==> src/rtl/mem_block_mover.sv <==
// Copies or fills a byte range of the data RAM on its own, one byte per WRITE
// cycle. Copy costs two cycles per byte (READ then WRITE); fill costs one.
module mem_block_mover #(
  parameter int ADDR_W = 8,
  parameter int DATA_W = 8
) (
  input  logic              CLK,
  input  logic              RST,
  input  logic              start_i,
  input  logic              mode_i,
  input  logic [ADDR_W-1:0] src_i,
  input  logic [ADDR_W-1:0] dst_i,
  input  logic [ADDR_W-1:0] len_i,
  input  logic [DATA_W-1:0] mem_rdata_i,
  output logic [ADDR_W-1:0] mem_addr_o,
  output logic [DATA_W-1:0] mem_wdata_o,
  output logic              mem_ren_o,
  output logic              mem_wen_o,
  output logic              busy_o,
  output logic              done_o,
  output logic [ADDR_W-1:0] count_o
);

  typedef enum logic [1:0] {IDLE, READ, WRITE, DONE} state_t;

  state_t              state_q, state_d;
  logic                mode_q, mode_d;
  logic [ADDR_W-1:0]   src_q, src_d;
  logic [ADDR_W-1:0]   dst_q, dst_d;
  logic [ADDR_W-1:0]   rem_q, rem_d;
  logic [ADDR_W-1:0]   cnt_q, cnt_d;
  logic [DATA_W-1:0]   data_q, data_d;

  // Bus outputs are registered from the next-state view so they line up
  // with the state they describe.
  logic [ADDR_W-1:0]   addr_q, addr_d;
  logic [DATA_W-1:0]   wdata_q, wdata_d;
  logic                ren_q, ren_d;
  logic                wen_q, wen_d;
  logic                busy_q, busy_d;
  logic                done_q, done_d;

  always_comb begin
    state_d = state_q;
    mode_d  = mode_q;
    src_d   = src_q;
    dst_d   = dst_q;
    rem_d   = rem_q;
    cnt_d   = cnt_q;
    data_d  = data_q;

    case (state_q)
      IDLE: begin
        if (start_i) begin
          mode_d = mode_i;
          src_d  = src_i;
          dst_d  = dst_i;
          rem_d  = len_i;
          cnt_d  = '0;
          if (len_i == '0)
            state_d = DONE;
          else
            state_d = mode_i ? WRITE : READ;
        end
      end
      READ: begin
        data_d  = mem_rdata_i;
        state_d = WRITE;
      end
      WRITE: begin
        dst_d = dst_q + ADDR_W'(1);
        if (!mode_q)
          src_d = src_q + ADDR_W'(1);
        rem_d = rem_q - ADDR_W'(1);
        cnt_d = cnt_q + ADDR_W'(1);
        if (rem_q == ADDR_W'(1))
          state_d = DONE;
        else
          state_d = mode_q ? WRITE : READ;
      end
      DONE: begin
        state_d = IDLE;
      end
      default: state_d = IDLE;
    endcase
  end

  always_comb begin
    addr_d  = '0;
    wdata_d = '0;
    ren_d   = 1'b0;
    wen_d   = 1'b0;
    busy_d  = 1'b0;
    done_d  = 1'b0;

    case (state_d)
      READ: begin
        addr_d = src_d;
        ren_d  = 1'b1;
        busy_d = 1'b1;
      end
      WRITE: begin
        addr_d  = dst_d;
        wen_d   = 1'b1;
        busy_d  = 1'b1;
        wdata_d = mode_d ? src_d[DATA_W-1:0] : data_d;
      end
      DONE: done_d = 1'b1;
      default: ;
    endcase
  end

  always_ff @(posedge CLK) begin
    if (RST) begin
      state_q <= IDLE;
      mode_q  <= 1'b0;
      src_q   <= '0;
      dst_q   <= '0;
      rem_q   <= '0;
      cnt_q   <= '0;
      data_q  <= '0;
      addr_q  <= '0;
      wdata_q <= '0;
      ren_q   <= 1'b0;
      wen_q   <= 1'b0;
      busy_q  <= 1'b0;
      done_q  <= 1'b0;
    end else begin
      state_q <= state_d;
      mode_q  <= mode_d;
      src_q   <= src_d;
      dst_q   <= dst_d;
      rem_q   <= rem_d;
      cnt_q   <= cnt_d;
      data_q  <= data_d;
      addr_q  <= addr_d;
      wdata_q <= wdata_d;
      ren_q   <= ren_d;
      wen_q   <= wen_d;
      busy_q  <= busy_d;
      done_q  <= done_d;
    end
  end

  // Enables are cut by reset on the same cycle so an in-flight byte never lands.
  assign mem_ren_o   = ren_q & ~RST;
  assign mem_wen_o   = wen_q & ~RST;
  assign mem_addr_o  = addr_q;
  assign mem_wdata_o = wdata_q;
  assign busy_o      = busy_q;
  assign done_o      = done_q;
  assign count_o     = cnt_q;

endmodule
==> config.mk <==
export PLATFORM = sky130hd
export DESIGN_NAME = mem_block_mover
export DESIGN_NICKNAME = d
export VERILOG_FILES = /design/src/rtl/mem_block_mover.sv
export SDC_FILE = /design/constraint.sdc
export NUM_CORES = 1
export LEC_CHECK = 0
export ABC_AREA = 1
export CAP_MARGIN = 5
export CELL_PAD_IN_SITES_DETAIL_PLACEMENT = 1
export CELL_PAD_IN_SITES_GLOBAL_PLACEMENT = 2
export CORE_ASPECT_RATIO = 0.9
export CORE_UTILIZATION = 29
export CTS_BUF_LIST = sky130_fd_sc_hd__clkbuf_4
export DETAILED_ROUTE_END_ITERATION = 6
export GPL_TIMING_DRIVEN = 0
export PLACE_DENSITY = 0.83
export SLEW_MARGIN = 5
export SYNTH_ARGS = -nofsm -noshare
export SYNTH_HDL_FRONTEND = slang
export SYNTH_SLANG_ARGS = --single-unit
==> constraint.sdc <==
create_clock -name CLK -period 2.7 [get_ports CLK]
set_clock_uncertainty 0.15 [all_clocks]
set_input_delay 0.405 -clock CLK [delete_from_list [all_inputs] [get_ports CLK]]
set_output_delay 0.405 -clock CLK [all_outputs]
set_load 0.01 [all_outputs]
After elaboration in Yosys (flattened, before gate mapping)
Cells that the tools add are included.

operators by class
  add/sub/neg operators = 4
  eq/ne operators = 8
  multiplexer cells = 24
  bitwise gates (word level) = 4
  reductions and logical operators = 6

operators with widths
  operator                                          number
  one-hot mux 8 bit (2 select lines)                5
  2-to-1 mux 8 bit                                  7
  adder 8 x 1 -> 8 bit, second input constant       3
  2-to-1 mux 2 bit                                  5
  == test 2 bit, second input constant              4
  == test 8 x 1 -> 1 bit, second input constant     1
  logical NOT 8 bit                                 1
  one-hot mux 2 bit (4 select lines)                1
  subtractor 8 x 1 -> 8 bit, second input constant  1
  2-to-1 mux 1 bit                                  6
  == test 2 x 1 -> 1 bit, second input constant     2
  OR reduction 2 bit                                2
  AND 1 bit                                         2
  logical NOT 2 bit                                 1
  != test 2 bit, second input constant              1
  NOT 1 bit                                         2
  AND reduction 2 bit                               1
  nonzero test 2 bit                                1

storage, ports and cells
  register bits after elaboration = 63
  output and inout bits = 28

Logic depth before layout (Yosys ltp)
  depth after elaboration = 7
  mapped depth = 16
  gate-level depth less buffers = 16

Least setup slack after synthesis
Ideal clock, no wire load.

  path kind = flip-flop to flip-flop
  from = reg state_q[0]
  to = reg wdata_q[3] (netlist: mem_wdata_o[3])
  data arrival time = 1.811 ns
  data required time = 2.435 ns
  setup slack = 0.623 ns
  cell stages (with the launch flop) = 14
  cell sequence = dfxtp_1 buf_4 nor2_1 buf_2 nand2_1 nand2_1 inv_1 ha_1 inv_1 nor2_1 inv_1 a21oi_1 o21ai_0 inv_1

on the way
  cells in the longest elaborated chain, start to end = 5
  elaborated cells between the ends (all ways) = 13
  those cells by class = eq/ne: 4; mux: 6; bitwise: 1; reduce/logical: 2

RTL lines
  element                                      RTL line  RTL
  start, declared                              26        state_t state_q, state_d;
  start signal, assigned                       129       state_q <= state_d;
  == test 2 bit, or another cell as far along  52        case (state_q)
  one-hot mux 2 bit (4 select lines) (*)       52
  net state_d[0]                               26
  == test 2 bit (*)                            96        case (state_d)
  NOT 1 bit (no source line) (*)               -
  OR reduction 2 bit (no source line) (*)      -
  end signal, assigned                         137       wdata_q <= wdata_d;
  end, declared                                37        logic [DATA_W-1:0] wdata_q, wdata_d;

Mark *: on every way through the listed nets, which the timed path passes. The rest lies on a longest branch.
A chain may end at the register's enable or synchronous reset.

Final worst setup path
  from = reg state_q[1]
  to = reg addr_q[4] (netlist: mem_addr_o[4])

on the way
  cells in the longest elaborated chain, start to end = 4
  elaborated cells between the ends (all ways) = 11
  those cells by class = eq/ne: 5; mux: 5; reduce/logical: 1

RTL lines
  element                                                  RTL line  RTL
  == test 2 bit, or another cell as far along              52
  one-hot mux 2 bit (4 select lines) (*)                   52
  net state_d[0]                                           26
  == test 2 bit or == test 2 x 1 -> 1 bit (tied branches)  96
  one-hot mux 8 bit (2 select lines) (*)                   96
  end signal, assigned                                     136       addr_q <= addr_d;
  end, declared                                            36        logic [ADDR_W-1:0] addr_q, addr_d;

Marks and branches as above.

==> results.yml <==
place:
  dp_hpwl_um: 7980
  gp_congestion: 0.825
  numPortBuffers: 62
detailed_routing:
  viasPerCell: 4.76
  firstDrtPassIters: 4
  vias: 3278
  drtIter0Drc: 113
  detail_route.drc_violations: 0
  routed_wl_um: 10200
  detail-route-antenna-nets: 0
  detail_route.wl_per_cell_um: 14.9
timing:
  fin_tns_setup_ns: 0
  slew_headroom: 0.557
  fin_crit_ns: 2.48
  finalSetupViolCount: 0
  hold_viol: 0
  finalMaxSlewViolations: 0
  min_period_over_period: 0.918
  hold_slack_ns: 0.298
  max_freq_ghz: 0.403
  rsz0062_at_grt: "false"
  tightestPinTransition_ns: 0.665
finish:
  syn2layout_area_growth_pct: 28.9
  drive_above_1_share: 0.0896
  antennaDiodeCount: 0
  fin_nets: 576
grt:
  grt_pass1_vias: 3354
  antenna_found_initial: 0
  grt_pass1_wl_um: 16700
  grt_max_degree: 20
  grtUsageTotal: 0.190
  overflow: 0
synth:
  syn_inst: 459
  yosysSeqAreaShare: 0.390
  synth_top_family_by_area: "simple AND/OR/NAND/NOR gates"
  synth_top_area_frac: 0.390
  synth.area.mux_share: 0.0248
  synthArstFlopShare: 0
  synth-compound-area-share: 0.153
  syn_nets: 504
  avgSynthCellArea_um2: 7.04
  yosysWarnings: 0
  synth-seq-cells: 63
  synthXorXnorAreaFrac: 0.00813
  synth_enable_flop_cells: 0
  synth.cell_area_um2: 3230
  synth-simple-area-share: 0.300
  yosysMostFrequentCell: "nand2_1"
  yosys.area.top_type: "dfxtp_1"
  yosys-top-cells-count: "nand2_1 (110), dfxtp_1 (63), inv_1 (52)"
  synth_fa_ha_area_frac: 0.0348
  synth_flop_cell: "dfxtp_1"
  synth_cell_types: 37
  post_synth_main_area_contributors: "dfxtp_1 (39%), nand2_1 (13%), a21oi_1 (6.8%), inv_1 (6.0%), nor2_1 (5.9%)"
floorplanning:
  num_rows: 36
  start_util: 0.298
  die_w_um: 113
  core_region_area_um2: 10900
  die_height_um: 102
  ioPinCount: 64
  dieArea_um2: 11600
clock_tree:
  cts_buffers: 9
  cts.htree.levels: 3
  cts_setup_buffers: 0
  postCtsHoldBufs: 0
  cts_tree: "built"
  clock_sinks: 63
  cts-root-buf: "clkbuf_4"
  clk_pin_slew_ns: 0.12
  worstSkewPairLatency_ns: 0.43
  ctsLongestPathBuffers: 2
worst_hold_path:
  worstHoldPathType: "in -> reg"
run_status:
  outcome: "completed"
setup_path:
  endpoint_kind: "flip-flop"
  startpoint_type: "flip-flop"
  cp_data_required_time_ns: 2.90
  crit_path_max_fanout: 10
  crit_type: "reg -> reg"
  arrival_ns: 2.68
pwr:
  power_density_nw_per_um2: 579
  p_leak_nw: 1.77
  irDropWorstVdd_uv: 262
flow_run:
  cap_violations: 0
-- final cells by class --
class	instances	area (um2)
Buffer	13	78.8
Multi-Input combinational cell	327	1690
Sequential cell	63	1260
Timing Repair Buffer	62	621
Tap cell	152	190
Fill cell	1374	6690
Clock inverter	7	50.0
Inverter	55	209
Clock buffer	9	67.6
-- timing repair --
action | 4_1_cts | 5_1_grt
pin swaps | 0 | 0
resized for setup | 2 | 3
setup endpoints to repair | 8 | 9
-- registers in the layout, summed over array words and instances, names as in the netlist --
register	flops
mem_wdata_o	8
mode_q	1
data_q	8
state_q	2
dst_q	8
src_q	8
count_o	8
done_o	1
ren_q	1
busy_o	1
mem_addr_o	8
wen_q	1
rem_q	8
-- path summary, 6_finish.rpt --
check | start | end | slack [ns] | cells past startpoint
worst max-delay path | state_q[1]$_SDFF_PP0_ | mem_addr_o[4]$_SDFF_PP0_ | 0.22 | 10
worst max register to register | state_q[1]$_SDFF_PP0_ | mem_addr_o[4]$_SDFF_PP0_ | 0.22 | 10
worst min-delay path | RST | busy_o$_SDFF_PP0_ | 0.30 | 2
worst min register to register | rem_q[5]$_SDFFE_PP0P_ | rem_q[5]$_SDFFE_PP0P_ | 0.33 | 2
-- through the flow --
stage	util	cell area [um2]	power (W)	cells	setup WS, ns
final	0.384	4170	0.00241	688	0.221
after global routing	0.384	4170	0.00258	688	0.0339
after CTS	0.383	4160	0.00245	688	0.0272
after detailed placement	0.372	4040	0.00186	673	-0.535
after global placement	0.372	4040	0.00184	673	-0.488
after floorplan	-	3230	0.00157	459	0.623
-- cell families after synthesis --
kind of cell,after synthesis
and+or+nand+nor,222
AOI/OAI and AO/OA,85
buffers and inverters,69
DFF,63
adders and majority gates,9
muxes,8
xor gates and xnor gates,3
-- layout by cell type, fill, tap and decap left out, drive strengths merged --
master / count
nand4: 7
nand3: 37
a21oi: 45
inv: 55
a211oi: 2
xor2: 1
xnor2: 2
nor4: 1
nand2: 115
o21bai: 1
clkbuf: 15
nor3: 2
nand3b: 1
o21a: 1
ha: 9
clkdlybuf4s50: 62
o211ai: 9
buf: 7
o21ai: 22
clkinvlp: 2
mux2i: 8
clkinv: 5
a21boi: 1
or2: 5
dfxtp: 63
a31oi: 4
nor2: 54
-- worst max-delay path, cell delays in order, from the launching register on --
cell     delay (ns)
dfxtp_1        0.52
inv_2          0.14
nor2_4         0.28
buf_6          0.20
nand2_1        0.07
nand2_1        0.14
inv_1          0.11
ha_2           0.28
nor2_1         0.15
inv_1          0.16
a21oi_1        0.18
-- report_power, final --
part	internal [W]	switching, W
logic	0.000293	0.000454
registers	0.00102	0.0000711
clock network	0.000188	0.000387
total	0.00150	0.000912
-- per-layer routing --
layer | vias to the layer above | track usage | routed length [um] | share of wire
met2 | 55 | 0.328 | 4790 | 0.47
met1 | 1568 | 0.234 | 4930 | 0.48
met4 | 0 | 0.0779 | 191 | 0.019
li1 | 1640 | - | - | -
met3 | 15 | 0.0374 | 311 | 0.030
met5 | - | 0 | 0 | 0
Power figures use the tool's default switching activity.
==> patch 1, RTL diff (same flow settings) <==
Set the parameter `DATA_W` to 6 (it was 8).
--- a/src/rtl/mem_block_mover.sv
+++ b/src/rtl/mem_block_mover.sv
@@ -4,3 +4,3 @@
   parameter int ADDR_W = 8,
-  parameter int DATA_W = 8
+  parameter int DATA_W = 6
 ) (
Ports: changed (resized mem_rdata_i and mem_wdata_o); port bits go from 64 to 60. No check against the original RTL was run, so the function may have changed too.
==> patch 1 against the original RTL <==
Worst setup slack lost 0.056 ns; critical path depth down 6; sequential cell count shrank 4; power is 4.5% lower; wire length shrank 2.8%; final area fell by 5.1%; area after synthesis fell by 5.9%; first-iteration DRC count is 9.7% higher; critical path type is now input pin to output pin; largest cell class unchanged.
==> patch 1: results (changes against the original RTL) <==
status=completed (unchanged); placed cell areas=3790 µm² (was 4040 µm²); Reg2Reg Depth=13 (was 10); Rel. slew slack=57.3% (was 55.7%); most frequent cells after synthesis=nand2_1, dfxtp_1, inv_1 (unchanged); Synth Area in Compound Gates=16.6% (was 15.3%); placer congestion estimate=0.791 (was 0.825); GRT Overall Usage=19.8% (was 19.0%); Pleak=0.00168 µW (was 0.00177 µW); reg2reg setup slack=0.32 ns (was 0.22 ns); Critical-path top delay cell=clkdlybuf4s50_1 (was dfxtp_1); Synth cell types=33 (was 37); sequential element share of the synthesized area=38.8% (was 39.0%); Port Buf Inserts=59 (was 62); routed wire length=9.94 mm (was 10.2 mm); syn nets=482 (was 504); Critical Path Start=RST (was state_q[1]$_SDFF_PP0_); share of cells above drive strength 1=8.54% (was 8.96%); CP Capture Point=mem_wen_o (was mem_addr_o[4]$_SDFF_PP0_); xor/xnor cell area share of the yosys netlist=1.44% (was 0.813%); drt first pass iters=6 (was 4); largest net degree at the start of global routing=20 (unchanged); Min-Delay Path Depth=2 (unchanged); min-delay worst type=flip-flop to flip-flop (was input pin to flip-flop); mux contribution to synthesized area=1.98% (was 2.48%); global-route wire length before repair=16.2 mm (was 16.7 mm); worst vdd ir=0.000216 V (was 0.000262 V); hold_sp=rem_q[4]$_SDFFE_PP0P_ (was RST); DRT iter0 DRCs=124 (was 113); nets@finish=554 (was 576); WP data arrival=1.98 ns (was 2.68 ns); Via-to-Cell Ratio=4.91 (was 4.76); reg2reg start=state_q[0]$_SDFF_PP0_ (was state_q[1]$_SDFF_PP0_); dpl hpwl=7.50 mm (was 7.98 mm); delay-heaviest family, CP=buffers and inverters (was simple AND/OR/NAND/NOR gates); switch share=35.2% (was 37.8%); crit-path max FO=19 (was 10)
-- patch 1: cell count changes after synthesis, sizes merged, moves of 3 or more --
| cell | before | now |
|---|---|---|
| dfxtp | 63 | 59 |
| nand2 | 115 | 98 |
| o21ai | 22 | 27 |
| a21oi | 45 | 41 |
| nor2 | 54 | 51 |
| o22ai | 0 | 3 |
| a22oi | 0 | 3 |
| xor2 | 1 | 4 |
-- patch 1: power groups by stage --
| stage | Clock (µW) | Combinational, µW | Sequential, µW |
|---|---|---|---|
| 2_1_floorplan | 0 | 400 | 1030 |
| 3_3_place_gp | 0 | 639 | 1030 |
| 3_5_place_dp | 0 | 650 | 1030 |
| 4_1_cts | 660 | 656 | 1010 |
| 5_1_grt | 686 | 737 | 1020 |
| 6_report | 636 | 654 | 1010 |
-- patch 1: cell type report --
cell class	instances	area (µm²)
Fill cell	1337	6250
Multi-Input combinational cell	309	1570
Sequential cell	59	1180
Timing Repair Buffer	63	621
Inverter	57	221
Tap cell	129	161
Clock buffer	10	75.1
Buffer	12	67.6
Clock inverter	5	55.1
-- patch 1: timing repair --
item,CTS,global route
gates resized for setup,1,2
endpoints found under the setup margin,2,14
setup buffers,0,4
-- patch 1: layer usage --
metal	global-route usage (%)	up-vias	part of all wire [%]
met5	0	-	0
met1	27.1	1491	48
met2	30.3	72	45
met4	7.18	0	1.9
met3	4.59	19	4.6
li1	-	1582	-
-- patch 1: metrics by stage --
| step | instances | util [%] | total power (µW) |
|---|---|---|---|
| floorplan | 439 | - | 1430 |
| global placement | 627 | 37.2 | 1670 |
| detailed placement | 627 | 37.2 | 1680 |
| CTS | 641 | 38.4 | 2330 |
| global route | 644 | 38.7 | 2450 |
| finish | 644 | 38.7 | 2300 |
==> patch 2, RTL diff (config.mk and constraints unchanged) <==
Without the edit above. Remove the register `addr_q`: a continuous assignment takes its place, so the output `mem_addr_o` follows one clock earlier.
--- a/src/rtl/mem_block_mover.sv
+++ b/src/rtl/mem_block_mover.sv
@@ -121,3 +121,2 @@
       data_q  <= '0;
-      addr_q  <= '0;
       wdata_q <= '0;
@@ -135,3 +134,2 @@
       data_q  <= data_d;
-      addr_q  <= addr_d;
       wdata_q <= wdata_d;
@@ -143,2 +141,4 @@
   end
+
+  assign addr_q = addr_d;
 
Formal check against the unedited RTL: not equivalent (a bounded check fails within 4 cycles, from zero or initial values and one cycle with RST high).
==> patch 2 against the original RTL <==
Global-route usage increased by 1.1 points; sequential cell count down 8; the flow now finishes with violations (design-rule violations, negative setup slack); critical path type is now flip-flop to output pin; area after synthesis down 3.9%; sequential power fell by 11%; utilization is 3.4 points higher; non-clock buffer count grew 28; die area fell by 3.8%; power increased by 0.60%; clock power fell by 26%; worst setup slack worse by 0.31 ns; hold slack lost 0.043 ns; final area rose by 3.6%; wire length rose by 6.3%; critical endpoint is now mem_addr_o[1].
==> patch 2: results (changes against the original RTL) <==
drt first pass iters=7 (was 4); Num CTS Buffers=5 (was 9); clock slew at reported path FFs=0.20 ns (was 0.12 ns); crit-path max FO=6 (was 10); global-route wire length before repair=17.5 mm (was 16.7 mm); GR Layer Usage met2=34.8% (was 32.8%); FILL cells=1,292 (was 1,374); # DRC=6 (was 0); largest cells by area after synthesis=dfxtp_1, nand2_1, nor2_1 (was dfxtp_1, nand2_1, a21oi_1); combinational share of power=42.5% (was 31.0%); sequential element share of the synthesized area=35.4% (was 39.0%); routed len/inst=16.2 µm (was 14.9 µm); dpl hpwl=7.86 mm (was 7.98 mm); DRT iter0 DRCs=121 (was 113); syn nets=494 (was 504); switch share=40.2% (was 37.8%); Cells after Synth=449 (was 459); Largest stage delay, worst path=0.38 ns (was 0.52 ns); placer congestion estimate=0.823 (was 0.825); Final Setup Violations=6 (was 0); initial antenna violation count=1 (was 0); share of cells above drive strength 1=22.5% (was 8.96%); met2 wire length=5.20 mm (was 4.79 mm); H-tree Lvls=2 (was 3); WP data arrival=2.23 ns (was 2.68 ns); status=finished with violations (was completed); failing checks=design-rule violations, negative setup slack; dpl cells=639 (was 673); fin worst setup slack=-0.0885 ns (was 0.221 ns); P_seq=970 µW (was 1090 µW); met1 Use GR=26.5% (was 23.4%); Synth cell types=42 (was 37); Port Buf Inserts=61 (was 62); placed cell areas=3880 µm² (was 4040 µm²)
-- patch 2: cell types whose count changed in the layout (fill, tap and decap cells not counted), sizes merged, moves of 6 or more --
| cell | unedited run | this run |
|---|---|---|
| dlygate4sd2 | 0 | 7 |
| nor3 | 2 | 8 |
| clkdlybuf4s50 | 62 | 45 |
| nand2 | 115 | 101 |
| buf | 7 | 44 |
| a21oi | 45 | 32 |
| dfxtp | 63 | 55 |
-- patch 2: path summary, 6_finish.rpt --
path	slack, ns	end	start
worst max-delay path	-0.09	mem_addr_o[1]	rem_q[3]$_SDFFE_PP0P_
worst min-delay path	0.26	rem_q[1]$_SDFFE_PP0P_	len_i[1]
worst max register to register	0.36	mem_wdata_o[5]$_SDFF_PP0_	rem_q[3]$_SDFFE_PP0P_
worst min register to register	0.34	rem_q[6]$_SDFFE_PP0P_	rem_q[6]$_SDFFE_PP0P_
-- patch 2: through the flow --
step                      power, µW  setup TNS (ns)  worst slack (ns)
after floorplan                1480               0             0.363
after global placement         1770           -7.27            -0.865
after detailed placement       1790           -7.52            -0.872
after CTS                      2390          -0.180           -0.0543
after global routing           2590           -1.63            -0.256
final                          2430          -0.347           -0.0885
-- patch 2: cell type report --
type	count	area [µm²]	area share (%)
antenna	1	2.50	0.0580
buffer	16	103	2.38
clock buffer	5	37.5	0.870
clock inverter	3	27.5	0.638
inverter	55	211	4.90
multi-input combinational	321	1870	43.4
sequential	55	1120	26.0
tap	129	161	3.74
timing repair buffer	87	777	18.0
-- patch 2: cell families after synthesis --
| logic type | share of synthesized area (%) |
|---|---|
| AOI/OAI and AO/OA | 16.3 |
| buffers and inverters | 9.46 |
| DFF | 35.4 |
| muxes | 2.58 |
| and+or+nand+nor | 30.9 |
| adders and majority gates | 3.62 |
| xor gates and xnor gates | 1.69 |
